**src/rtl/bram_rd_streamer.sv**
```systemverilog
// bram_rd_streamer
//   Reads a run of consecutive words out of a simple-dual BRAM read port and
//   presents them as an AXI-Stream style beat sequence. Word index wraps
//   modulo WL. Output is buffered by a 2-entry FIFO so backpressure never
//   loses data, and one beat per cycle is sustained with m_tready held high.
//
//   state | meaning
//   ------+---------------------------------------------------------------
//   IDLE  | waiting for start; base_idx/len sampled with start
//   RUN   | issuing reads (at most one per cycle) while FIFO has room
//   DRAIN | all reads issued; emptying FIFO until the tlast handshake
//   FIN   | one-cycle done pulse, then back to IDLE
//
// Ports
//   CLK, RSTN          clock, asynchronous active-low reset
//   start, base_idx,   job request with first word index and word count
//   len                (len = 0 completes with no beats)
//   abort              synchronous cancel of a job in RUN/DRAIN
//   busy, done         status; done pulses for exactly the FIN cycle
//   bram_EN/WE/A/Do    BRAM read port (byte address, 1-cycle read latency)
//   m_tdata/tvalid/    stream output
//   tready/tlast
module bram_rd_streamer #(
   parameter int DW = 128,
   parameter int WL = 512
) (
   input  logic          CLK,
   input  logic          RSTN,
   input  logic          start,
   input  logic [8:0]    base_idx,
   input  logic [9:0]    len,
   input  logic          abort,
   output logic          busy,
   output logic          done,
   output logic          bram_EN,
   output logic [3:0]    bram_WE,
   output logic [12:0]   bram_A,
   input  logic [DW-1:0] bram_Do,
   output logic [DW-1:0] m_tdata,
   output logic          m_tvalid,
   input  logic          m_tready,
   output logic          m_tlast
);

   typedef enum logic [1:0] {IDLE, RUN, DRAIN, FIN} state_t;

   state_t          state, state_nxt;
   logic [8:0]      rd_idx;
   logic [9:0]      rd_left;
   logic [9:0]      beat_left;
   logic            rd_pend;
   logic [DW-1:0]   fifo_mem [2];
   logic            wr_ptr, rd_ptr;
   logic [1:0]      fifo_cnt;

   logic            accept, abort_job, pop, issue, last_beat;
   logic [8:0]      rd_idx_nxt;

   assign accept    = (state == IDLE) && start;
   assign abort_job = abort && ((state == RUN) || (state == DRAIN));
   assign pop       = m_tvalid && m_tready && !abort_job;
   assign last_beat = (beat_left == 10'd1);

   // Room check counts the FIFO, the read whose data is on bram_Do now, and
   // credits a beat leaving this cycle; never more than 2 words outstanding.
   assign issue = (state == RUN) && (rd_left != 10'd0) && !abort_job &&
                  (({1'b0, fifo_cnt} + {2'b00, rd_pend}) < (3'd2 + {2'b00, pop}));

   assign rd_idx_nxt = (rd_idx == 9'(WL - 1)) ? 9'd0 : rd_idx + 9'd1;

   assign busy     = (state != IDLE);
   assign done     = (state == FIN);
   assign bram_EN  = (state == RUN) || (state == DRAIN);
   assign bram_WE  = 4'b0000;
   assign bram_A   = {2'b00, rd_idx, 2'b00};
   assign m_tvalid = (fifo_cnt != 2'd0);
   assign m_tdata  = fifo_mem[rd_ptr];
   assign m_tlast  = m_tvalid && last_beat;

   always_comb begin
      state_nxt = state;
      case (state)
         IDLE: begin
            if (start) state_nxt = (len == 10'd0) ? FIN : RUN;
         end
         RUN: begin
            if (abort_job)                           state_nxt = IDLE;
            else if (issue && (rd_left == 10'd1))    state_nxt = DRAIN;
         end
         DRAIN: begin
            if (abort_job)                           state_nxt = IDLE;
            else if (pop && last_beat)               state_nxt = FIN;
         end
         FIN:     state_nxt = IDLE;
         default: state_nxt = IDLE;
      endcase
   end

   always_ff @(posedge CLK or negedge RSTN) begin
      if (!RSTN) begin
         state     <= IDLE;
         rd_idx    <= '0;
         rd_left   <= '0;
         beat_left <= '0;
         rd_pend   <= 1'b0;
         wr_ptr    <= 1'b0;
         rd_ptr    <= 1'b0;
         fifo_cnt  <= '0;
         for (int i = 0; i < 2; i++) fifo_mem[i] <= '0;
      end else begin
         state <= state_nxt;

         if (accept) begin
            rd_idx    <= base_idx;
            rd_left   <= len;
            beat_left <= len;
         end else begin
            if (issue) begin
               rd_idx  <= rd_idx_nxt;
               rd_left <= rd_left - 10'd1;
            end
            if (pop) beat_left <= beat_left - 10'd1;
         end

         if (abort_job) begin
            rd_pend  <= 1'b0;
            wr_ptr   <= 1'b0;
            rd_ptr   <= 1'b0;
            fifo_cnt <= '0;
         end else begin
            rd_pend <= issue;
            if (rd_pend) begin
               fifo_mem[wr_ptr] <= bram_Do;
               wr_ptr           <= ~wr_ptr;
            end
            if (pop) rd_ptr <= ~rd_ptr;
            fifo_cnt <= fifo_cnt + {1'b0, rd_pend} - {1'b0, pop};
         end
      end
   end

endmodule

```
**config.mk**
```make
export PLATFORM = sky130hd
export DESIGN_NAME = bram_rd_streamer
export DESIGN_NICKNAME = d
export VERILOG_FILES = /design/src/rtl/bram_rd_streamer.sv
export SDC_FILE = /design/constraint.sdc
export NUM_CORES = 1
export LEC_CHECK = 0
export CAP_MARGIN = 20
export CORE_ASPECT_RATIO = 0.75
export CORE_UTILIZATION = 46
export DETAILED_ROUTE_END_ITERATION = 6
export HOLD_SLACK_MARGIN = 0.15
export PLACE_DENSITY = 0.77
export SYNTH_ARGS = -nofsm -noshare
export SYNTH_HDL_FRONTEND = slang
export SYNTH_SLANG_ARGS = --single-unit
```
**constraint.sdc**
```tcl
create_clock -name CLK -period 2.33 [get_ports CLK]
set_clock_uncertainty 0.15 [all_clocks]
set_input_delay 0.466 -clock CLK [delete_from_list [all_inputs] [get_ports CLK]]
set_output_delay 0.466 -clock CLK [all_outputs]
set_load 0.03 [all_outputs]
```
==> results.sh <==
export IMPL_yosysTopAreaCell="dfrtp_1"
export IMPL_clk_pin_slew_ns=0.06
export IMPL_pin_count=302
export IMPL_via_per_inst=5.162
export IMPL_final_cell_mix="mux2_2, dfrtp_1, clkdlybuf4s50_1"
export IMPL_setup_viol=132
export IMPL_pre_cts_slack_ns=-0.2400
export IMPL_htree_levels=1
export IMPL_antenna_found_initial=1
export IMPL_core_area_mm2=0.02818
export IMPL_ir_drop_uv=1020
export IMPL_period_minus_slack_ns=2.572
export IMPL_ys_seq_elements=292
export IMPL_met2_usage=0.3405
export IMPL_instances_no_fill=1720
export IMPL_routedWlPerCell_um=19.11
export IMPL_ys_flop_type="dfrtp_1"
export IMPL_gp_congestion=0.8843
export IMPL_grt_total_usage=0.2210
export IMPL_firstDrtPassIters=4
export IMPL_grtUsageMet3=0.06195
export IMPL_port_buffers=293
export IMPL_gr_total_overflow=0
export IMPL_fin_crit_sh=1.104
export IMPL_yosysWarnings=0
export IMPL_final_common_cell="mux2_2"
export IMPL_vias=8879
export IMPL_hold_class="in2async"
export IMPL_antenna_left=0
export IMPL_max_freq_mhz=388.7
export IMPL_cp_max_fo=17
export IMPL_yosys_area_share_adder=0.01512
export IMPL_hold_violations=0
export IMPL_synth_edf_count=0
export IMPL_postRouteWirelength_mm=32.87
export IMPL_insertion_delay_ns=0.55
export IMPL_nFillCells=2047
export IMPL_avgSynthCellArea_um2=14.06
export IMPL_area_growth_pct=42.42
export IMPL_cts_max_path_buffers=3
export IMPL_p_leak_nw=8.152
export IMPL_synth_area_mux_share=0.3288
export IMPL_synth_top_family_by_area="multiplexers"
export IMPL_clock_root_buffer="clkbuf_16"
export IMPL_hpwl_mm=22.89
export IMPL_worst_hold_slack_ns=0.2987
export IMPL_p_per_area_mw_per_mm2=1621
export IMPL_rows=53
export IMPL_tightest_slew_ns=0.5083
export IMPL_synth_compound_area_frac=0.02428
export IMPL_ys_async_sr_fraction=1.000
export IMPL_grt_pass1_vias=9487
export IMPL_synth_top_cell_area_share=0.5518
export IMPL_cap_violations=0
export IMPL_synth_xor_xnor_area_share=0.01058
export IMPL_busiest_layer="met2"
export IMPL_met1_usage=0.3037
export IMPL_seq_area_mm2=0.007313
export IMPL_cp_arrival_ns=1.96
export IMPL_grt_pass1_wl_mm=51.61
export IMPL_die_area_mm2=0.02948
export IMPL_numCtsBuffers=30
export IMPL_syn_inst=942
export IMPL_maxSlewViolCount=0
export IMPL_synthTopCellsByArea="dfrtp_1, mux2_2, ha_1"
export IMPL_max_slew_margin=0.6589
export IMPL_grt_max_degree=65
export IMPL_violations="setup timing"
export IMPL_clkSinkCount=292
export IMPL_start_kind="register"
export IMPL_drc=0
export IMPL_drive_gt1_frac=0.5247
export IMPL_tns_ns=-22.03
export IMPL_total_power_w=0.03056
export IMPL_outcome="finished with violations"
export IMPL_dp_cells=1648
export IMPL_synth_simple_area_share=0.04545
export IMPL_initial_utilization=0.4698
export IMPL_fin_ws_ns=-0.2424
export IMPL_cp_end_kind="output port"
export IMPL_syn_area_mm2=0.01324
export IMPL_layout_nets=1481
export IMPL_cts_tree="done"
export IMPL_synth_distinct_cells=50
export IMPL_required_ns=1.71
export IMPL_crit_type="reg2out"
export IMPL_rsz0062_at_grt="yes"
export IMPL_die_w_um=197.9
export IMPL_seq_area_frac_synth=0.5518
export IMPL_multi_input_area_mm2=0.005894
export IMPL_die_h_um=148.9
export IMPL_drt_iter0_drc=288
critical path, stage by stage, from the launching register on:
cell	delay, ns
dfrtp_4	0.48
buf_4	0.19
buf_12	0.16
mux2_2	0.38
buf_4	0.18
path summary, 6_finish.rpt:
check / cells past startpoint / startpoint / to / slack [ns]
hold reg to reg: 1 / fifo_mem[105]$_DFFE_PN0P_ / fifo_mem[105]$_DFFE_PN0P_ / 0.35
max in group asynchronous: 3 / RSTN / fifo_mem[43]$_DFFE_PN0P_ / 0.98
hold / removal: 2 / RSTN / fifo_mem[121]$_DFFE_PN0P_ / 0.30
setup reg to reg: 9 / state[0]$_DFFE_PN0P_ / rd_left[5]$_DFFE_PN0P_ / -0.03
min in group CLK: 3 / base_idx[2] / rd_idx[2]$_DFFE_PN0P_ / 0.35
setup / recovery: 4 / rd_ptr$_DFFE_PN0P_ / m_tdata[116] / -0.24
timing repair:
action | in CTS | in global routing
pin swaps | 10 | 18
endpoints found under the setup margin | 147 | 144
cloned | 1 | 3
gates resized for setup | 174 | 87
setup buffers | 7 | 8
hold buffers | 1 | 0
endpoints found under the hold margin | 199 | 0
sequential cells by signal (all words and copies together), names as in the netlist:
register and flops:
rd_pend 1, state 2, rd_ptr 1, fifo_cnt 2
rd_idx 9, wr_ptr 1, fifo_mem 256, rd_left 10
beat_left 10
layout make-up:
| type | instances | share of cell area |
|---|---|---|
| multi-input cells | 588 | 0.3126 |
| well taps | 385 | 0.02554 |
| clock inverters | 11 | 0.006170 |
| repair buffers | 390 | 0.2195 |
| flip-flops and latches | 292 | 0.3878 |
| inverters | 11 | 0.002322 |
| clock buffers | 42 | 0.04598 |
| diodes | 1 | 0.0001327 |
cells by family (layout without fill, tap and decap cells):
family	after synthesis	in the layout
AND/OR/NAND/NOR	107	107
multiplexers	387	387
adder cells (fa/ha/maj)	16	16
XOR/XNOR	16	16
other	1	9
flip-flops	292	292
AO/OA/AOI/OAI	54	54
buffers and inverters	69	454
metrics by stage:
stage	util	cell area, um^2
after floorplan	-	13350
after global placement	0.6149	17330
after detailed placement	0.6149	17330
after CTS	0.6580	18550
after global routing	0.6691	18860
final	0.6691	18860
synth_stat cells (all sizes together), types with 2 or more instances:
cell      n
a21oi    16
xor2      8
inv      11
nor4      3
clkbuf   43
buf      15
nor2b     3
a31oi    15
and3      5
nor2     36
nand2    13
ha       16
xnor2     8
nand3     9
nor3b     3
nand4     3
nor4b     2
or4       5
mux2    384
or4b      6
mux2i     3
and2      4
nand2b    2
or3       7
dfrtp   292
o21ai    15
nor3      2
where the power goes:
part | leakage, nW | internal, W | total [W] | switching, W
Combinational | 4.19 | 0.00863 | 0.0168 | 0.00814
Clock | 0.491 | 0.00280 | 0.00476 | 0.00196
Sequential | 3.47 | 0.00767 | 0.00904 | 0.00136
layer usage:
metal	part of all wire	up-vias
met5	0	-
met1	0.46	4439
li1	-	4133
met4	0.027	0
met2	0.45	247
met3	0.064	60
No activity file was read; power rests on OpenSTA's default activity.
